### src/rtl/pinfilter_pkg.sv
// Shared constants and helpers for the multi-channel pin filter.
package pinfilter_pkg;

  localparam int DEF_SYNC_STAGES = 2;
  localparam int DEF_STABLE_CNT  = 2;

  // Width of a counter able to hold 0..stable_cnt, never narrower than one bit.
  function automatic int cnt_width(input int stable_cnt);
    int w;
    w = $clog2(stable_cnt + 1);
    return (w < 1) ? 1 : w;
  endfunction

endpackage

### src/rtl/pinfilter_chan.sv
// One filter channel: synchroniser, debounce counter, filtered level and edge pulses.
module pinfilter_chan
  import pinfilter_pkg::*;
#(
  parameter int   SYNC_STAGES = DEF_SYNC_STAGES,
  parameter int   STABLE_CNT  = DEF_STABLE_CNT,
  parameter logic INIT_BIT    = 1'b1
) (
  input  logic clk,
  input  logic reset,
  input  logic ena,
  input  logic din,
  output logic dout,
  output logic pos_edge,
  output logic neg_edge,
  output logic edge_next
);

  localparam int            CW       = cnt_width(STABLE_CNT);
  localparam logic [CW-1:0] CNT_LAST = CW'(STABLE_CNT - 1);

  logic [SYNC_STAGES-1:0] sync_q;
  logic [CW-1:0]          cnt_q;
  logic [CW-1:0]          cnt_d;
  logic                   dout_d;
  logic                   s;

  assign s = sync_q[SYNC_STAGES-1];

  always_comb begin
    cnt_d  = cnt_q;
    dout_d = dout;
    if (ena) begin
      if (s == dout) begin
        cnt_d = '0;
      end else if (cnt_q == CNT_LAST) begin
        dout_d = s;
        cnt_d  = '0;
      end else begin
        cnt_d = cnt_q + 1'b1;
      end
    end
  end

  // Lets the bank register its any_edge in the same cycle as the edge flags.
  assign edge_next = dout_d ^ dout;

  always_ff @(posedge clk) begin
    if (reset) begin
      sync_q   <= {SYNC_STAGES{INIT_BIT}};
      cnt_q    <= '0;
      dout     <= INIT_BIT;
      pos_edge <= 1'b0;
      neg_edge <= 1'b0;
    end else begin
      sync_q   <= {sync_q[SYNC_STAGES-2:0], din};
      cnt_q    <= cnt_d;
      dout     <= dout_d;
      pos_edge <= dout_d & ~dout;
      neg_edge <= ~dout_d & dout;
    end
  end

endmodule

### src/rtl/pinfilter_bank.sv
// N independent pin filters with a shared registered any-edge indication.
module pinfilter_bank
  import pinfilter_pkg::*;
#(
  parameter int           N           = 8,
  parameter int           SYNC_STAGES = DEF_SYNC_STAGES,
  parameter int           STABLE_CNT  = DEF_STABLE_CNT,
  parameter logic [N-1:0] INIT        = {N{1'b1}}
) (
  input  logic         clk,
  input  logic         reset,
  input  logic         ena,
  input  logic [N-1:0] din,
  output logic [N-1:0] dout,
  output logic [N-1:0] pos_edge,
  output logic [N-1:0] neg_edge,
  output logic         any_edge
);

  if (N < 1) begin : g_bad_n
    $error("pinfilter_bank: N must be at least 1");
  end
  if (SYNC_STAGES < 2) begin : g_bad_sync
    $error("pinfilter_bank: SYNC_STAGES must be at least 2");
  end
  if (STABLE_CNT < 1) begin : g_bad_cnt
    $error("pinfilter_bank: STABLE_CNT must be at least 1");
  end

  logic [N-1:0] edge_next;

  for (genvar i = 0; i < N; i++) begin : g_chan
    pinfilter_chan #(
      .SYNC_STAGES(SYNC_STAGES),
      .STABLE_CNT (STABLE_CNT),
      .INIT_BIT   (INIT[i])
    ) u_chan (
      .clk      (clk),
      .reset    (reset),
      .ena      (ena),
      .din      (din[i]),
      .dout     (dout[i]),
      .pos_edge (pos_edge[i]),
      .neg_edge (neg_edge[i]),
      .edge_next(edge_next[i])
    );
  end

  always_ff @(posedge clk) begin
    if (reset) begin
      any_edge <= 1'b0;
    end else begin
      any_edge <= |edge_next;
    end
  end

endmodule
### config.mk
export PLATFORM = sky130hd
export DESIGN_NAME = pinfilter_bank
export DESIGN_NICKNAME = d
export VERILOG_FILES = /design/src/rtl/pinfilter_pkg.sv /design/src/rtl/pinfilter_chan.sv /design/src/rtl/pinfilter_bank.sv
export SDC_FILE = /design/constraint.sdc
export NUM_CORES = 1
export LEC_CHECK = 0
export ABC_AREA = 1
export BUFFER_PORTS_ARGS = -buffer_cell sky130_fd_sc_hd__buf_2
export CAP_MARGIN = 0
export CELL_PAD_IN_SITES_DETAIL_PLACEMENT = 2
export CELL_PAD_IN_SITES_GLOBAL_PLACEMENT = 2
export CORE_UTILIZATION = 35
export DETAILED_ROUTE_END_ITERATION = 6
export GPL_TIMING_DRIVEN = 0
export PLACE_DENSITY_LB_ADDON = 0.05
export SYNTH_ARGS = -nofsm -noshare
export SYNTH_HDL_FRONTEND = slang
export SYNTH_SLANG_ARGS = --single-unit
### constraint.sdc
create_clock -name clk -period 4 [get_ports clk]
set_clock_uncertainty 0.15 [all_clocks]
set_input_delay 0.2 -clock clk [delete_from_list [all_inputs] [get_ports clk]]
set_output_delay 0.2 -clock clk [all_outputs]
set_load 0.05 [all_outputs]
==> impl_metrics.py, run 1 <==
metrics = {
    "yosys": {
        "ys_seq_elements": 57,
        "ys_types": 14,
        "synthCells": 298,
        "ys_seq_area_share_pct": 47.50,
        "ys_warn_count": 0,
        "synth_fp_nets": 325,
        "syn_area_per_cell_um2": 8.061,
        "netlist_area_um2": 2402,
    },
    "cts": {
        "root_buffer": "clkbuf_8",
        "cts_tree": "built",
        "clk_latency_ns": 0.32,
        "path_clk_slew_ns": 0.06,
        "numClockSinks": 57,
        "cts-buffers-inserted": 9,
        "h-tree-depth": 3,
        "cts-resized-gates": 0,
        "cts_buffer_depth": 2,
    },
    "global_routing": {
        "grt_pass1_wl_um": 9556,
        "overflow": 0,
        "grt_pass1_vias": 2043,
        "grt_usage_pct": 17.52,
        "grt_max_degree": 11,
        "antenna_found_initial": 0,
    },
    "placement": {
        "port_buffers": 35,
        "hpwl_um": 4010,
        "gp_congestion": 0.7183,
    },
    "cells_and_area": {
        "antenna_cells": 0,
        "final_cell_mix": "dfxtp_1, inv_1, nand2_1",
        "syn2layout_area_growth_pct": 21.41,
        "utilization_pct": 44.90,
        "final.fill_count": 759,
        "layout_commonest_cell": "dfxtp_1",
        "final_layout_size_suffix_gt1_share_pct": 26.76,
        "fin_nets": 379,
    },
    "timing": {
        "max_slew_margin_pct": 66.32,
        "hold_violations": 0,
        "rsz0062_at_grt": "false",
        "slew_viol_final": 0,
        "period_minus_slack_ns": 1.591,
        "tns_ns": 0,
        "fin_crit_sh_pct": 39.77,
        "max_clock_freq_mhz": 628.7,
        "worst_pin_slew_ns": 0.5051,
        "setup_viol": 0,
    },
    "die": {
        "ios": 36,
        "start_util_pct": 36.99,
        "die_y_um": 84.85,
        "die_width_um": 84.85,
        "die_area_um2": 7199,
        "core_area_um2": 6495,
        "rows": 29,
    },
    "critical_path": {
        "crit_path_frequent_cell": "nand2_1",
        "crit_fanout": 4,
        "setup.worst_path.class": "reg2reg",
        "critical_path.max_stage_delay_ns": 0.35,
        "end_kind": "register",
        "crit_required_ns": 4.05,
        "path_buf_inv": 2,
        "crit_arrival_ns": 1.64,
        "path_cells": "inv_1 > nand2_1 > nand2_1 > inv_1 > ha_1 > nand2_1 > nor2_1 > a21oi_1",
        "crit_path_top_delay_cell": "dfxtp_1",
        "worstSetupStartpointType": "register",
        "cp_top_family": "simple AND/OR/NAND/NOR gates",
    },
    "drt": {
        "drc": 2,
        "wire_per_inst_um": 13.07,
        "drt-initial-drc-count": 35,
        "ant_nets": 0,
        "via_per_inst": 4.551,
        "wl_um": 5645,
        "vias": 1966,
        "dr.pass1.iters": 7,
    },
    "job": {
        "cap_violations": 0,
    },
    "power": {
        "powerDensity_nw_per_um2": 389.6,
        "p_total_uw": 1136,
        "p_leak_uw": 0.001456,
        "ir_drop_v": 0.0001544,
    },
    "worst_hold_path": {
        "worstHoldPathType": "in2reg",
    },
    "outcome": {
        "failed_checks": "DRC",
        "outcome": "complete, but fails checks",
    },
}
through the flow:
step	cell area [um2]	worst slack, ns	hold slack, ns	instances
4_1_cts	2917	2.403	0.03608	432
3_5_place_dp	2674	2.220	0.2366	410
3_3_place_gp	2674	2.265	0.2330	410
2_1_floorplan	2402	2.704	0.1538	298
6_report	2917	2.409	0.04645	432
5_1_grt	2917	2.299	0.05062	432
metal layers:
| layer | global-route usage, % | vias up | share of wire (%) |
|---|---|---|---|
| li1 | - | 984 | - |
| met2 | 30.97 | 24 | 52 |
| met1 | 20.75 | 954 | 45 |
| met4 | 7.858 | 0 | 0.89 |
| met3 | 3.210 | 4 | 2.1 |
| met5 | 0 | - | 0 |
registers in the layout, indices dropped and copies added, names as in the netlist:
register and count:
g_chan.u_chan.cnt_q 16, g_chan.u_chan.sync_q 16, g_chan.u_chan.dout 8, g_chan.u_chan.neg_edge 8, g_chan.u_chan.pos_edge 8, any_edge 1
repair_timing:
item,in CTS,in global routing
setup buffers,0,0
endpoints found under the setup margin,0,0
hold endpoints to repair,8,0
hold buffers,8,0
worst paths after layout:
path | from | to | slack, ns | cells past startpoint
worst max register to register | g_chan[4].u_chan.dout | any_edge | 2.41 | 8
worst min register to register | g_chan[6].u_chan.sync_q[0] | g_chan[6].u_chan.sync_q[1] | 0.26 | 1
worst min-delay path | reset | g_chan[0].u_chan.sync_q[0] | 0.05 | 2
worst max-delay path | g_chan[4].u_chan.dout | any_edge | 2.41 | 8
final cells by class:
type	instances	area, um2	share of cell area [%]
inverters	57	214.0	7.336
clock buffers	14	162.7	5.577
plain buffers	33	229.0	7.851
well taps	77	96.34	3.303
flip-flops and latches	57	1141	39.12
repair buffers	43	255.2	8.752
multi-input cells	151	818.3	28.06
logic make-up after synthesis:
group / after synthesis / share of synthesized area (%)
compound gates: 25 / 5.208
fa+ha+maj: 16 / 8.333
buf+inv: 90 / 18.44
flops: 57 / 47.50
simple gates: 110 / 20.52
synthesized netlist by cell type (all sizes together):
master / instances / area (um2)
nand2: 52 / 195.2
nand3: 16 / 80.08
nand4: 8 / 50.05
nor2: 18 / 67.56
buf: 32 / 225.2
o21ai: 8 / 40.04
ha: 16 / 200.2
inv: 57 / 214.0
or2: 16 / 100.1
a21oi: 17 / 85.08
clkbuf: 1 / 3.750
dfxtp: 57 / 1141
power breakdown:
group | leakage, uW | internal [uW] | total [uW] | switching (uW)
registers | 0.000465 | 583 | 592 | 8.63
clock network | 0.0000826 | 253 | 462 | 209
logic | 0.000908 | 31.6 | 82.6 | 51.1
Note: power is estimated with default switching activity, not from simulation.
==> run 2: changes to the inputs <==
ABC_AREA = 0   (was 1)
CORE_UTILIZATION = 33   (was 35)
clock period = 1.4 ns   (was 4 ns; I/O delays follow)
==> impl_metrics.py, run 2 <==
metrics = {
    "cts": {
        "root_buffer": "clkbuf_8",
        "numClockSinks": 57,
        "cts_tree": "built",
        "cts_buffer_depth": 2,
        "clk_latency_ns": 0.34,
        "path_clk_slew_ns": 0.08,
        "cts-buffers-inserted": 9,
        "h-tree-depth": 3,
    },
    "critical_path": {
        "path_depth": 5,
        "critical_path.max_stage_delay_ns": 0.33,
        "endpoint": "any_edge",
        "crit_arrival_ns": 1.66,
        "timing.rr.start": "g_chan[1].u_chan.cnt_q[1]",
        "cp_top_family": "simple AND/OR/NAND/NOR gates",
        "crit_required_ns": 1.49,
        "crit_fanout": 3,
        "r2r_setup_slack_ns": -0.17,
        "reg2reg_depth": 5,
        "setup.worst_path.class": "reg2reg",
        "end_kind": "register",
        "worstSetupStartpointType": "register",
        "path_cells": "and3b_1 > o21ai_1 > ha_1 > nand4_1 > o21a_1",
        "path_buf_inv": 0,
        "cp-startpoint": "g_chan[1].u_chan.cnt_q[1]",
        "worst_r2r_endpoint": "any_edge",
        "crit_path_top_delay_cell": "dfxtp_2",
    },
    "drt": {
        "drc": 0,
        "via_per_inst": 4.627,
        "wl_um": 6327,
        "drt-initial-drc-count": 22,
        "wire_per_inst_um": 15.14,
        "dr.pass1.iters": 3,
        "vias": 1934,
        "ant_nets": 0,
    },
    "cells_and_area": {
        "antenna_cells": 0,
        "final_layout_size_suffix_gt1_share_pct": 42.32,
        "final.fill_count": 777,
        "fin_nets": 341,
        "syn2layout_area_growth_pct": 29.75,
        "reg.largest.list": "g_chan.u_chan.cnt_q: 16 flops, g_chan.u_chan.sync_q: 16 flops",
        "seq_area_um2": 1160,
        "multi_input_area_um2": 1171,
        "final_cell_area_um2": 3339,
        "final_cell_mix": "dfxtp_1, buf_2, buf_4",
        "final_cells": 418,
        "layout_commonest_cell": "dfxtp_1",
    },
    "timing": {
        "period_minus_slack_ns": 1.569,
        "whs_ns": 0.03308,
        "tns_ns": -0.1745,
        "fin_ws_ns": -0.1687,
        "slew_viol_final": 0,
        "worst_pin_slew_ns": 0.5079,
        "rsz0062_at_grt": "true",
        "max_clock_freq_mhz": 637.5,
        "fin_crit_sh_pct": 112.0,
        "max_slew_margin_pct": 66.14,
        "hold_violations": 0,
        "setup_viol": 3,
    },
    "global_routing": {
        "overflow": 0,
        "top_usage_layer": "met2",
        "grt_pass1_vias": 2112,
        "grt_pass1_wl_um": 10740,
        "use_met2_pct": 28.75,
        "antenna_found_initial": 0,
        "grt_usage_pct": 17.26,
        "grt_use_met3_pct": 4.461,
        "grt_max_degree": 11,
        "use_met1_pct": 21.06,
    },
    "yosys": {
        "synth_top_cells_by_count": "dfxtp_1, buf_4, inv_1",
        "netlist_area_um2": 2574,
        "synth_top_cell_by_area": "dfxtp_1",
        "synthCells": 249,
        "synth.most_common_cell": "dfxtp_1",
        "yosys-top-cells-area": "dfxtp_1, ha_1, buf_4, or3b_1, nor2b_1",
        "synth_top_area_share_pct": 44.34,
        "ys_warn_count": 0,
        "async_reset_ff_share_pct": 0,
        "ys_seq_elements": 57,
        "syn_area_per_cell_um2": 10.34,
        "synth_edf_count": 0,
        "ys_seq_area_share_pct": 44.34,
        "ys_types": 25,
        "synth_fp_nets": 276,
        "synth_ff_type": "dfxtp_1",
    },
    "placement": {
        "hpwl_um": 4148,
        "dpl.cell_count": 382,
        "gp_congestion": 0.6597,
        "place_area_um2": 2895,
        "port_buffers": 34,
        "pre_cts_slack_ns": -0.4214,
    },
    "worst_hold_path": {
        "worstHoldPathType": "in2reg",
    },
    "outcome": {
        "failed_checks": "setup timing",
        "outcome": "complete, but fails checks",
    },
    "die": {
        "ios": 36,
        "die_area_um2": 8156,
        "core_area_um2": 7408,
        "start_util_pct": 34.74,
        "rows": 31,
        "die_y_um": 90.31,
        "die_width_um": 90.31,
    },
    "power": {
        "ir_drop_v": 0.0005579,
        "powerDensity_nw_per_um2": 1145,
        "p_leak_uw": 0.001475,
    },
    "job": {
        "cap_violations": 0,
    },
}
## run 2: cell count changes after synthesis, sizes merged, moves of 16 or more
cell / before / now
a21oi: 17 / 0
nand3: 16 / 0
nor2: 18 / 2
nor2b: 0 / 16
inv: 57 / 17
nand2: 52 / 0
or3b: 0 / 16
## run 2: final cells by class
cell class                 instances  share of cell area (%)
inverter                          17                   1.911
timing repair buffer              54                   10.64
tap                               99                   3.709
clock buffer                      11                   4.534
multi-input combinational        140                   35.07
clock inverter                     5                   2.323
buffer                            35                   7.081
sequential                        57                   34.73
## run 2: worst min-delay path by stage
stage / start / depth (start not counted) / endpoint / slack, ns
floorplan: din[0] / 1 / g_chan[0].u_chan.sync_q[0] / 0.02
global placement: din[6] / 2 / g_chan[6].u_chan.sync_q[0] / 0.10
detailed placement: din[3] / 2 / g_chan[3].u_chan.sync_q[0] / 0.11
CTS: ena / 4 / g_chan[0].u_chan.dout / 0.02
global route: ena / 4 / g_chan[0].u_chan.dout / 0.04
finish: ena / 4 / g_chan[0].u_chan.dout / 0.03
## run 2: cell families after synthesis
logic type                 after synthesis  synth area share [%]
and+or+nand+nor                         75                 21.15
buffers and inverters                   52                 11.67
adders and majority gates               16                 7.778
DFF                                     57                 44.34
muxes                                    3                 1.215
xor gates and xnor gates                 8                 2.723
AOI/OAI and AO/OA                       38                 11.13
## run 2: metal layers
layer  vias up  share of wire (%)  wire [um]
met1       938                 47       2988
met2        32                 48       3046
met4         0                1.9        121
li1        955                  -          -
met3         9                2.7        171
met5         -                  0          0
## run 2: metrics by stage
stage / power (uW) / utilization, %
CTS: 3867 / 44.60
global route: 3994 / 45.08
floorplan: 1949 / -
detailed placement: 2045 / 39.08
finish: 3825 / 45.08
global placement: 2038 / 39.08
## run 2: power by group
part           total [uW]  internal (uW)  switching (uW)
sequential           1700           1670            29.2
clock                1790           1090             694
combinational         340            145             195
total                3830           2910             918
## run 2: what timing repair did
action,4_1_cts,5_1_grt
endpoints found under the setup margin,2,9
buffers inserted,7,2
resized for setup,14,12
hold endpoints to repair,14,0
pin swaps,6,0
hold buffers,11,0
## run 2: tightest hold or removal path, cell delays in order
cell and delay [ns]:
buf_4 0.13, nand3b_4 0.08, buf_4 0.12, mux2i_1 0.07
==> run 3: changes to the inputs <==
CORE_UTILIZATION = 34   (was 33)
CTS_BUF_LIST = sky130_fd_sc_hd__clkbuf_4   (was not set)
==> impl_metrics.py, run 3 (same netlist as run 2, synthesis figures left out) <==
metrics = {
    "global_routing": {
        "grt_usage_pct": 17.88,
        "antenna_found_initial": 0,
        "grt_pass1_wl_um": 10050,
        "grt_pass1_vias": 1955,
        "overflow": 0,
        "grt_max_degree": 11,
    },
    "critical_path": {
        "crit_path_top_delay_cell": "dfxtp_2",
        "worstSetupStartpointType": "register",
        "critical_path.max_stage_delay_ns": 0.33,
        "path_buf_inv": 0,
        "worst_r2r_endpoint": "any_edge",
        "setup.worst_path.class": "reg2reg",
        "crit_arrival_ns": 1.72,
        "timing.rr.start": "g_chan[1].u_chan.cnt_q[1]",
        "cp-startpoint": "g_chan[1].u_chan.cnt_q[1]",
        "crit_fanout": 3,
        "path_cells": "and3b_2 > o21ai_1 > ha_1 > nand4_1 > o21a_1",
        "r2r_setup_slack_ns": -0.16,
        "end_kind": "register",
        "cp_top_family": "simple AND/OR/NAND/NOR gates",
        "crit_required_ns": 1.56,
        "reg2reg_depth": 5,
    },
    "outcome": {
        "failed_checks": "hold timing, setup timing",
        "outcome": "complete, but fails checks",
    },
    "die": {
        "ios": 36,
        "core_area_um2": 7292,
        "rows": 31,
        "die_width_um": 89.01,
        "die_y_um": 89.01,
        "start_util_pct": 35.30,
        "die_area_um2": 7922,
    },
    "drt": {
        "ant_nets": 0,
        "drc": 0,
        "dr.pass1.iters": 4,
        "vias": 1978,
        "wl_um": 6341,
        "drt-initial-drc-count": 64,
        "wire_per_inst_um": 15.10,
        "via_per_inst": 4.710,
    },
    "cells_and_area": {
        "fin_nets": 343,
        "syn2layout_area_growth_pct": 28.25,
        "antenna_cells": 0,
        "seq_area_um2": 1169,
        "layout_commonest_cell": "buf_4",
        "final_layout_size_suffix_gt1_share_pct": 43.61,
        "final.fill_count": 817,
        "final_cell_mix": "buf_4, dfxtp_1, buf_2",
        "multi_input_area_um2": 1181,
        "reg.largest.list": "g_chan.u_chan.cnt_q: 16 flops, g_chan.u_chan.sync_q: 16 flops",
    },
    "cts": {
        "numClockSinks": 57,
        "cts-buffers-inserted": 9,
        "cts-hold-fix-buffers": 12,
        "h-tree-depth": 3,
        "cts_tree": "built",
        "clk_latency_ns": 0.40,
        "root_buffer": "clkbuf_4",
        "cts_buffer_depth": 2,
        "path_clk_slew_ns": 0.10,
    },
    "worst_hold_path": {
        "min_from": "ena",
        "hold_end": "g_chan[0].u_chan.cnt_q[0]",
        "holdPathStages": 3,
        "worstHoldPathType": "in2reg",
    },
    "power": {
        "ir_drop_v": 0.0003990,
        "p_leak_uw": 0.001456,
        "powerDensity_nw_per_um2": 982.5,
    },
    "timing": {
        "fin_crit_sh_pct": 111.4,
        "setup_viol": 1,
        "tns_ns": -0.1590,
        "slew_viol_final": 0,
        "hold_violations": 9,
        "worst_pin_slew_ns": 0.5087,
        "rsz0062_at_grt": "true",
        "whs_ns": -0.06024,
        "max_slew_margin_pct": 66.09,
        "fin_ws_ns": -0.1590,
        "period_minus_slack_ns": 1.559,
        "max_clock_freq_mhz": 641.4,
    },
    "placement": {
        "gp_congestion": 0.6701,
        "port_buffers": 34,
        "hpwl_um": 3973,
    },
    "job": {
        "cap_violations": 0,
    },
}
[run 3: cell types whose count changed in the layout (fill, tap and decap cells not counted), moves of 3 or more]
| cell | change |
|---|---|
| clkbuf_8 | -11 |
| clkbuf_4 | +9 |
| dfxtp_1 | -3 |
| buf_4 | +7 |
| buf_2 | -5 |
[run 3: metrics by stage]
stage                     instances  cell area [um2]  worst slack [ns]  utilization (%)  total power [uW]
after floorplan                 249             2601           -0.1284                -              1949
after global placement          382             2895           -0.3641            39.70              2038
after detailed placement        382             2895           -0.3516            39.70              2044
after CTS                       418             3248           -0.1468            44.54              3286
after global routing            420             3301           -0.2279            45.26              3414
final                           420             3301           -0.1590            45.26              3243
[run 3: how the worst max path moves through the flow]
| stage | to | slack (ns) | depth (start not counted) |
|---|---|---|---|
| 2_1_floorplan | any_edge | -0.13 | 5 |
| 3_3_place_gp | any_edge | -0.36 | 6 |
| 3_5_place_dp | any_edge | -0.35 | 6 |
| 4_1_cts | any_edge | -0.15 | 5 |
| 5_1_grt | any_edge | -0.23 | 5 |
| 6_report | any_edge | -0.16 | 5 |
[run 3: area by class of cell]
class,count,area share [%]
timing repair buffer,56,11.90
sequential,57,35.41
buffer,35,7.165
tap,99,3.753
multi-input combinational,140,35.78
clock inverter,4,1.327
clock buffer,12,2.729
inverter,17,1.933
[run 3: worst min-delay path: cells and delay by family]
kind | cells | cell delay, ns
buf+inv | 1 | 0.15
compound gates | 1 | 0.06
simple gates | 1 | 0.17
[run 3: timing repair]
| item | in CTS | in global routing |
|---|---|---|
| endpoints found under the setup margin | 9 | 13 |
| hold endpoints to repair | 20 | 9 |
| pin swaps | 5 | 3 |
| buffers inserted | 8 | 2 |
| resized for setup | 23 | 17 |
| cloned | 0 | 0 |
[run 3: report_power, final]
part | internal, uW | leakage [uW] | switching (uW)
sequential | 1670 | 0.000467 | 28.6
clock | 595 | 0.0000787 | 604
combinational | 152 | 0.000910 | 199
[run 3: layer usage]
metal / vias to the layer above / wire [um] / track usage, %
li1: 962 / - / -
met1: 973 / 2852 / 21.27
met2: 33 / 3147 / 30.56
met3: 10 / 192 / 2.955
met4: 0 / 149 / 10.39
met5: - / 0 / 0
